**src/rtl/iq_issue_scheduler.sv**
```systemverilog
// Issue scheduler that sits between the instruction-queue head and the ALU and memory pipes.
// It keeps a 32-entry register scoreboard, caps the number of memory ops in flight, and issues
// through a one-entry output register with a valid/ready handshake. It can also drain and then
// flush before the front end is redirected.
// Define IQ_SCHED_PERF_EN to add the perf_hazard_cycles, perf_full_cycles and perf_issued
// counters.
module iq_issue_scheduler #(
  parameter int unsigned MEM_MAX_OUTSTANDING = 4,
  parameter int unsigned ADDR_W              = 48
) (
  input  logic                clk,
  input  logic                reset_n,
  input  logic                iq_valid,
  input  logic [3:0]          MajorOpcode_in,
  input  logic [3:0]          MinorOpcode_in,
  input  logic [4:0]          Source1_in,
  input  logic [4:0]          Source2_in,
  input  logic [4:0]          Destination_in,
  input  logic [1:0]          OffsetScale_in,
  input  logic                OffsetSub_in,
  input  logic                HasAddress_in,
  input  logic [ADDR_W-1:0]   Address_in,
  output logic                stall_out,
  output logic                alu_valid,
  input  logic                alu_ready,
  output logic                mem_valid,
  input  logic                mem_ready,
  output logic [31+ADDR_W-1:0] issue_bus,
  input  logic                wb_valid,
  input  logic [4:0]          wb_dest,
  input  logic                wb_is_mem,
  input  logic                flush_req,
  output logic                flush_done
`ifdef IQ_SCHED_PERF_EN
  ,
  output logic [31:0]         perf_hazard_cycles,
  output logic [31:0]         perf_full_cycles,
  output logic [31:0]         perf_issued
`endif
);

  localparam int unsigned BusW   = 31 + ADDR_W;
  localparam logic [3:0]  MemMax = 4'(MEM_MAX_OUTSTANDING);

  typedef enum logic [1:0] {StRun, StDrain, StDone} state_e;

  state_e            r_state, w_state_next;
  logic [31:0]       r_busy, w_busy_next;
  logic [3:0]        r_mem_cnt, w_mem_cnt_next;
  logic              r_alu_valid, r_mem_valid;
  logic [BusW-1:0]   r_issue_bus;

  logic              w_hazard;
  logic              w_mem_full;
  logic              w_out_valid;
  logic              w_out_taken;
  logic              w_loadable;
  logic              w_run_ok;
  logic              w_pop;
  logic              w_mem_inc;
  logic              w_mem_dec;
  logic [BusW-1:0]   w_issue_word;

  // Hazard, capacity and pop decision for the current head entry.
  // busy[0] is held at zero, so Dest=0 never produces a WAW hold.
  assign w_hazard    = r_busy[Source1_in] | r_busy[Source2_in] | r_busy[Destination_in];
  assign w_mem_full  = HasAddress_in & (r_mem_cnt == MemMax);
  assign w_out_valid = r_alu_valid | r_mem_valid;
  assign w_out_taken = (r_alu_valid & alu_ready) | (r_mem_valid & mem_ready);
  assign w_loadable  = ~w_out_valid | w_out_taken;
  assign w_run_ok    = (r_state == StRun) & ~flush_req;
  assign w_pop       = reset_n & iq_valid & w_run_ok & ~w_hazard & ~w_mem_full & w_loadable;
  assign stall_out   = ~w_pop;

  assign w_mem_inc   = w_pop & HasAddress_in;
  assign w_mem_dec   = wb_valid & wb_is_mem & (r_mem_cnt != 4'd0);

  // The four spare bits at the top of the bus are always zero.
  assign w_issue_word = {4'b0000, MajorOpcode_in, MinorOpcode_in, Source1_in, Source2_in,
                         Destination_in, OffsetScale_in, OffsetSub_in, HasAddress_in, Address_in};

  assign alu_valid  = r_alu_valid;
  assign mem_valid  = r_mem_valid;
  assign issue_bus  = r_issue_bus;
  assign flush_done = (r_state == StDone);

  // Scoreboard and outstanding-count next state; a set from the pop overrides a same-cycle clear.
  always_comb begin
    w_busy_next = r_busy;
    if (wb_valid) w_busy_next[wb_dest] = 1'b0;
    if (w_pop) w_busy_next[Destination_in] = 1'b1;
    w_busy_next[0] = 1'b0;

    w_mem_cnt_next = r_mem_cnt;
    unique case ({w_mem_inc, w_mem_dec})
      2'b10:   w_mem_cnt_next = r_mem_cnt + 4'd1;
      2'b01:   w_mem_cnt_next = r_mem_cnt - 4'd1;
      default: w_mem_cnt_next = r_mem_cnt;
    endcase
  end

  // Drain/flush FSM next state.
  always_comb begin
    w_state_next = r_state;
    unique case (r_state)
      StRun:   if (flush_req) w_state_next = StDrain;
      StDrain: if (!w_out_valid && (r_busy == 32'd0) && (r_mem_cnt == 4'd0)) begin
                 w_state_next = StDone;
               end
      StDone:  w_state_next = StRun;
      default: w_state_next = StRun;
    endcase
  end

  // State, scoreboard and outstanding-count registers.
  always_ff @(posedge clk) begin
    if (!reset_n) begin
      r_state   <= StRun;
      r_busy    <= 32'd0;
      r_mem_cnt <= 4'd0;
    end else begin
      r_state   <= w_state_next;
      r_busy    <= w_busy_next;
      r_mem_cnt <= w_mem_cnt_next;
    end
  end

  // One-entry output register; it reloads on the same edge as its content is taken.
  always_ff @(posedge clk) begin
    if (!reset_n) begin
      r_alu_valid <= 1'b0;
      r_mem_valid <= 1'b0;
      r_issue_bus <= '0;
    end else if (w_pop) begin
      r_alu_valid <= ~HasAddress_in;
      r_mem_valid <= HasAddress_in;
      r_issue_bus <= w_issue_word;
    end else if (w_out_taken) begin
      r_alu_valid <= 1'b0;
      r_mem_valid <= 1'b0;
    end
  end

`ifdef IQ_SCHED_PERF_EN
  logic w_hazard_cycle;
  logic w_full_cycle;

  // A full cycle is one where the outstanding limit is the only thing stopping a memory pop.
  assign w_hazard_cycle = iq_valid & (r_state == StRun) & w_hazard;
  assign w_full_cycle   = iq_valid & w_run_ok & ~w_hazard & w_mem_full & w_loadable;

  // Saturating performance counters.
  always_ff @(posedge clk) begin
    if (!reset_n) begin
      perf_hazard_cycles <= 32'd0;
      perf_full_cycles   <= 32'd0;
      perf_issued        <= 32'd0;
    end else begin
      if (w_hazard_cycle && (perf_hazard_cycles != 32'hFFFF_FFFF)) begin
        perf_hazard_cycles <= perf_hazard_cycles + 32'd1;
      end
      if (w_full_cycle && (perf_full_cycles != 32'hFFFF_FFFF)) begin
        perf_full_cycles <= perf_full_cycles + 32'd1;
      end
      if (w_pop && (perf_issued != 32'hFFFF_FFFF)) begin
        perf_issued <= perf_issued + 32'd1;
      end
    end
  end
`endif

endmodule

```
**config.mk**
```make
export PLATFORM = sky130hd
export DESIGN_NAME = iq_issue_scheduler
export DESIGN_NICKNAME = d
export VERILOG_FILES = /design/src/rtl/iq_issue_scheduler.sv
export SDC_FILE = /design/constraint.sdc
export NUM_CORES = 1
export LEC_CHECK = 0
export BUFFER_PORTS_ARGS = -buffer_cell sky130_fd_sc_hd__buf_2
export CORE_MARGIN = 10
export CORE_UTILIZATION = 49
export DETAILED_ROUTE_END_ITERATION = 16
export PLACE_DENSITY_LB_ADDON = 0.1
export SKIP_LAST_GASP = 1
export SYNTH_ARGS = -nofsm -noshare
export SYNTH_HDL_FRONTEND = slang
export SYNTH_SLANG_ARGS = --single-unit
```
**constraint.sdc**
```tcl
create_clock -name clk -period 3.6 [get_ports clk]
set_input_delay 0.18 -clock clk [delete_from_list [all_inputs] [get_ports clk]]
set_output_delay 0.18 -clock clk [all_outputs]
set_load 0.01 [all_outputs]
```
* Word-level counts from Yosys, hierarchy flattened
Cells that the tools add are included.
** Word-level totals
- Memory bits (writable) :: 0
- Output and inout bits :: 83
- Latch bits :: 0
- Flip-flop bits (word level) :: 115
- Memories kept :: 0
- ROM bits :: 0
** Operators by class
- $lt $le $gt $ge :: 6
- Reductions and logical operators :: 12
- Muxes and demuxes :: 19
- Eq/ne operators :: 7
- Multiply operators :: 0
- Shift-type cells :: 0
- Add/subtract/negate cells :: 2
- Bitwise gates (word level) :: 26
- Divide/modulo/power cells :: 0
** Operators with widths (count)
- $mux 32 :: 2
- $and 32x32->32 :: 1
- $logic_not 32->1 :: 1
- $not 32->32 :: 1
- $or 32x32->32 :: 1
- $lt 5x6->1 const B :: 4
- $bmux 1 s5 :: 3
- $and 1x1->1 :: 12
- $demux 1 s5 :: 2
- $ge 5x1->1 const B :: 2
- $mux 1 :: 8
- $pmux 4 s2 :: 1
- $not 1->1 :: 6
- $or 1x1->1 :: 5
- $add 4x1->4 const B :: 1
- $eq 2x1->1 const B :: 2
- $eq 2x2->1 const B :: 2
- $eq 4x3->1 const B :: 1
- $logic_and 1x1->1 :: 4
- $logic_not 4->1 :: 1
- $mux 2 :: 2
- $ne 2x2->1 const B :: 2
- $pmux 2 s2 :: 1
- $reduce_bool 2->1 :: 2
- 5 further kinds :: 5

* Longest topological paths before layout
- Depth after elaboration :: 11
- Depth in mapped cells :: 15
- Mapped depth without buffers :: 13

* Worst setup path after synthesis
No wires, ideal clock.
- Path type :: input port to flip-flop
- From :: input port Destination_in[1]
- To :: register r_mem_cnt[2]
- Path buffers :: 2
- Cell stages on the path :: 15
- Data required time :: 3530 ps
- Data arrival time :: 2893 ps
- Setup slack :: 637 ps
- Path through :: buf_4 -> buf_2 -> mux4_2 -> o21ai_0 -> o22ai_1 -> nor2_1 -> nand3b_1 -> a211o_1 -> ha_1 -> xor2_1 -> ha_1 -> a21oi_1 -> xor2_1 -> or3_1 -> a21oi_1
** On the way
- Cells in the longest elaborated chain, start to end :: 10
** Ends and longest elaborated chain
- from (decl) :: line 18 : input logic [4:0] Destination_in,
- $bmux 1 s5 (*) :: line 66 : assign w_hazard = r_busy[Source1_in] | r_busy[Source2_in] | r_busy[Destination_in];
- $mux 1 (not written as such) (*) :: line 66
- $or 1x1->1 (*) :: line 66
- $not 1->1 (*) :: line 72 : assign w_pop = reset_n & iq_valid & w_run_ok & ~w_hazard & ~w_mem_full & w_loadable;
- $and 1x1->1 (*) (3 in a row) :: line 72
- $and 1x1->1 (*) :: line 75 : assign w_mem_inc = w_pop & HasAddress_in;
- $eq 2x1->1 / $eq 2x2->1 (equally long branches) :: line 95 : unique case ({w_mem_inc, w_mem_dec})
- $pmux 4 s2 / $reduce_bool 2->1 (equally long branches)
- to (signal assigned) :: line 124 : r_mem_cnt <= w_mem_cnt_next;
- to (decl) :: line 49 : logic [3:0] r_mem_cnt, w_mem_cnt_next;
Mark *: on every way between the ends. The rest lies on a longest branch, timed or not. The select of a mux whose other input is x is not followed.
A chain may end at the register's enable or synchronous reset.

* Worst setup path in the final report
- From :: register r_mem_valid (netlist: mem_valid)
- To :: register r_mem_cnt[2]
** On the way
- Cells in the longest elaborated chain, start to end :: 7
** Ends and longest elaborated chain
- from (decl) :: line 50 : logic r_alu_valid, r_mem_valid;
- from (signal assigned) :: line 136 : r_mem_valid <= HasAddress_in;
- $and 1x1->1 / $or 1x1->1 (equally long branches) :: line 69, 68
- $or 1x1->1 / $not 1->1 (equally long branches) :: line 69, 70
- $or 1x1->1 (*) :: line 70 : assign w_loadable = ~w_out_valid | w_out_taken;
- $and 1x1->1 (*) :: line 72
- $and 1x1->1 (*) :: line 75
- $eq 2x1->1 / $eq 2x2->1 (equally long branches) :: line 95
- $pmux 4 s2 / $reduce_bool 2->1 (equally long branches)
Mark *: on every way between the ends. The rest lies on a longest branch, timed or not.

==> run_results.csv <==
group,metric,value,unit
yosys,postSynthAreaPerCell,9.44,µm²
critical_path,worstSetupPathType,"reg2reg",
yosys,synthMuxAreaShare,22.2,%
global_route,grt_max_degree,123,
detailed_routing,drtAntennaViolNets,0,
critical_path,worstSetupStartpointType,"flip-flop",
sta,worstMarginPinSlew,1.10,ns
hold_path,min_path_type,"in2reg",
detailed_routing,dr.pass1.iters,6,
sta,max_freq,311,MHz
die,die_area,16500,µm²
run_status,status,"completed",
critical_path,ff2ff_path_depth,13,
finish,nFillCells,987,
yosys,synth_top_family_by_area,"multiplexers",
yosys,synth.distinct_cells,52,
clocking,cts_tree,"done",
power_and_ir_drop,p_per_area,451,nW/µm²
yosys,synthSimpleGateAreaFrac,18.1,%
clocking,root_buffer,"clkbuf_16",
hold_path,worstHoldStart,"Address_in[6]",
finish,post-route-cell-area,7190,µm²
global_route,track_usage,20.8,%
sta,fin_crit,3.21,ns
finish,num-nets-final,858,
clocking,clockBufferDepth,2,
power_and_ir_drop,finalPower,3250,µW
clocking,htreeDepth,4,
sta,hold_viol,0,
die,start_util,50.4,%
finish,antenna_cells,0,
clocking,clock-sinks,114,
detailed_routing,via_per_inst,5.73,
clocking,worstSkewPairLatency,0.42,ns
yosys,synth_adder_area_share,0.650,%
yosys,synthArstFlopShare,0,%
die,fp.dieW,129,µm
finish,ff_latch_area,2280,µm²
finish,layout-drive-gt1-share,29.1,%
critical_path,arrival,3.56,ns
critical_path,rrSetupSlack,0.39,ns
finish,area_growth,24.6,%
yosys,synth_enable_flop_cells,0,
die,fp-row-count,39,
die,ios,171,
die,die_h,129,µm
placement,placed_area,6510,µm²
yosys,synth-compound-area-share,12.4,%
global_route,grt_pass1_vias,5132,
hold_path,min_to,"issue_bus[6]",
placement,routabilityCongestion,0.941,
yosys,ys_seq_area_share,39.5,%
hold_path,worstHoldPathCells,3,
critical_path,worstPathRequired,3.95,ns
detailed_routing,num_vias,5285,
clocking,cts_buffers,17,
die,core_area,11500,µm²
sta,period_share,89.2,%
global_route,gr-total-overflow,0,
sta,rsz0062_at_grt,"false",
critical_path,path_max_fanout,4,
yosys,yosysWarnings,0,
detailed_routing,routed_wirelength,17.6,mm
sta,fin_skew,0.00805,ns
yosys,yosys_most_used_dff,"dfxtp_1",
finish,multi_input_area,3120,µm²
yosys,synth_xor_area_share,0.455,%
detailed_routing,route.detailed.drc,0,
flow_run,max-cap-violations,0,
detailed_routing,wl_per_cell,19.1,µm
critical_path,critPathCaptureType,"flip-flop",
placement,port_buffers,166,
sta,setup_viol,0,
yosys,synth_area,5770,µm²
yosys,syn_inst,612,
clocking,path_clk_slew,0.05,ns
power_and_ir_drop,max-vdd-ir-drop,0.282,mV
sta,holdWs,0.00623,ns
sta,final.setup.tns,0,ns
power_and_ir_drop,p_leak,0.00303,µW
critical_path,reg2reg_from,"mem_valid",
yosys,ys_ff_latch,114,
global_route,grt_pass1_wl,27.4,mm
global_route,antenna_found_initial,0,
critical_path,r2r-end,"r_mem_cnt[2]",
placement,dp_hpwl,12.9,mm
sta,slew_headroom,26.7,%
detailed_routing,drtIter0Drc,481,
sta,drv_slew,0,
==> synthesized netlist by cell type, drive strengths merged (6+ instances only) <==
master | count | area, µm²
dfxtp | 114 | 2280
clkbuf | 27 | 101
o22ai | 9 | 56.3
nor2b | 9 | 56.3
mux4 | 15 | 338
nand3 | 10 | 55.1
nor2 | 10 | 37.5
mux2i | 92 | 921
nor4 | 9 | 56.3
nand2 | 157 | 589
buf | 24 | 263
o21ai | 6 | 30.0
nand3b | 12 | 90.1
o211ai | 32 | 245
o31ai | 31 | 233
==> metrics by stage <==
stage          std cells  worst slack [ns]  utilization, %
2_1_floorplan        615             0.637               -
3_3_place_gp         881             0.360            56.7
3_5_place_dp         881             0.287            56.7
4_1_cts              923             0.394            62.7
5_1_grt              923             0.145            62.7
6_report             923             0.390            62.7
==> cells in the final DEF, fill, tap and decap left out, types with 4 or more instances in the layout <==
master	instances
mux2i_1	92
clkbuf_8	5
nor4_1	9
mux4_2	15
nand3b_1	12
inv_1	5
buf_4	8
or3_1	4
o211ai_1	31
o21ai_0	6
buf_2	165
conb_1	4
o22ai_1	9
clkbuf_1	6
dfxtp_1	114
nor2b_1	9
nand3_1	9
o31ai_1	31
nand2_1	157
clkbuf_16	17
nor2_1	10
a21oi_1	4
dlygate4sd3_1	10
==> timing repair <==
action | 4_1_cts | 5_1_grt
endpoints found under the hold margin | 10 | 0
buffers inserted | 0 | 0
gates resized for setup | 0 | 0
hold buffers | 10 | 0
==> logic make-up after synthesis <==
group	after synthesis
mux	109
flops	114
fa+ha+maj	3
simple gates	229
buf+inv	56
other cells	1
compound gates	97
xor+xnor	3
==> layout make-up <==
type / instances / share of cell area [%]
Clock buffer: 28 / 7.18
Clock inverter: 4 / 0.974
Inverter: 5 / 0.261
Multi-Input combinational cell: 445 / 43.4
Sequential cell: 114 / 31.7
Tap cell: 143 / 2.49
Timing Repair Buffer: 184 / 14.0
==> state kept, by name, summed over array words and instances, names as in the netlist <==
register	flops
issue_bus	75
r_busy	31
mem_valid	1
r_mem_cnt	4
alu_valid	1
r_state	2
==> where the power goes <==
| part | switching (µW) | internal (µW) | leakage, µW | total (µW) |
|---|---|---|---|---|
| sequential | 13.5 | 1290 | 0.000920 | 1300 |
| combinational | 172 | 117 | 0.00182 | 289 |
| clock | 550 | 1110 | 0.000289 | 1660 |
| total | 736 | 2510 | 0.00303 | 3250 |
==> metal layers <==
metal	vias to the layer above	GRT usage, %	part of all wire, %
met5	-	0	0
met4	0	8.25	2.6
met3	47	7.15	9.1
met2	250	33.5	47
met1	2479	25.1	42
li1	2509	-	-
==> how the worst max path moves through the flow <==
stage                 startpoint           end  slack (ns)  cells past startpoint
3_3_place_gp       Source2_in[0]  r_mem_cnt[2]        0.36                     14
5_1_grt               r_busy[19]  r_mem_cnt[2]        0.14                     13
2_1_floorplan  Destination_in[1]  r_mem_cnt[2]        0.64                     15
4_1_cts                mem_valid  r_mem_cnt[2]        0.39                     13
3_5_place_dp       Source2_in[0]  r_mem_cnt[2]        0.29                     14
6_report               mem_valid  r_mem_cnt[2]        0.39                     13
==> worst max-delay path, stage by stage, from the launching register on <==
cell and delay (ns):
dfxtp_1 0.32, or2_2 0.31, and3_1 0.17, nor3_1 0.24, and4_1 0.33, nand3b_1 0.15, a211o_1 0.28, ha_1 0.27
xor2_1 0.17, ha_1 0.19, a21oi_1 0.15, xor2_1 0.10, or3_1 0.31, a21oi_1 0.14
No activity file was read; power rests on OpenSTA's default activity.
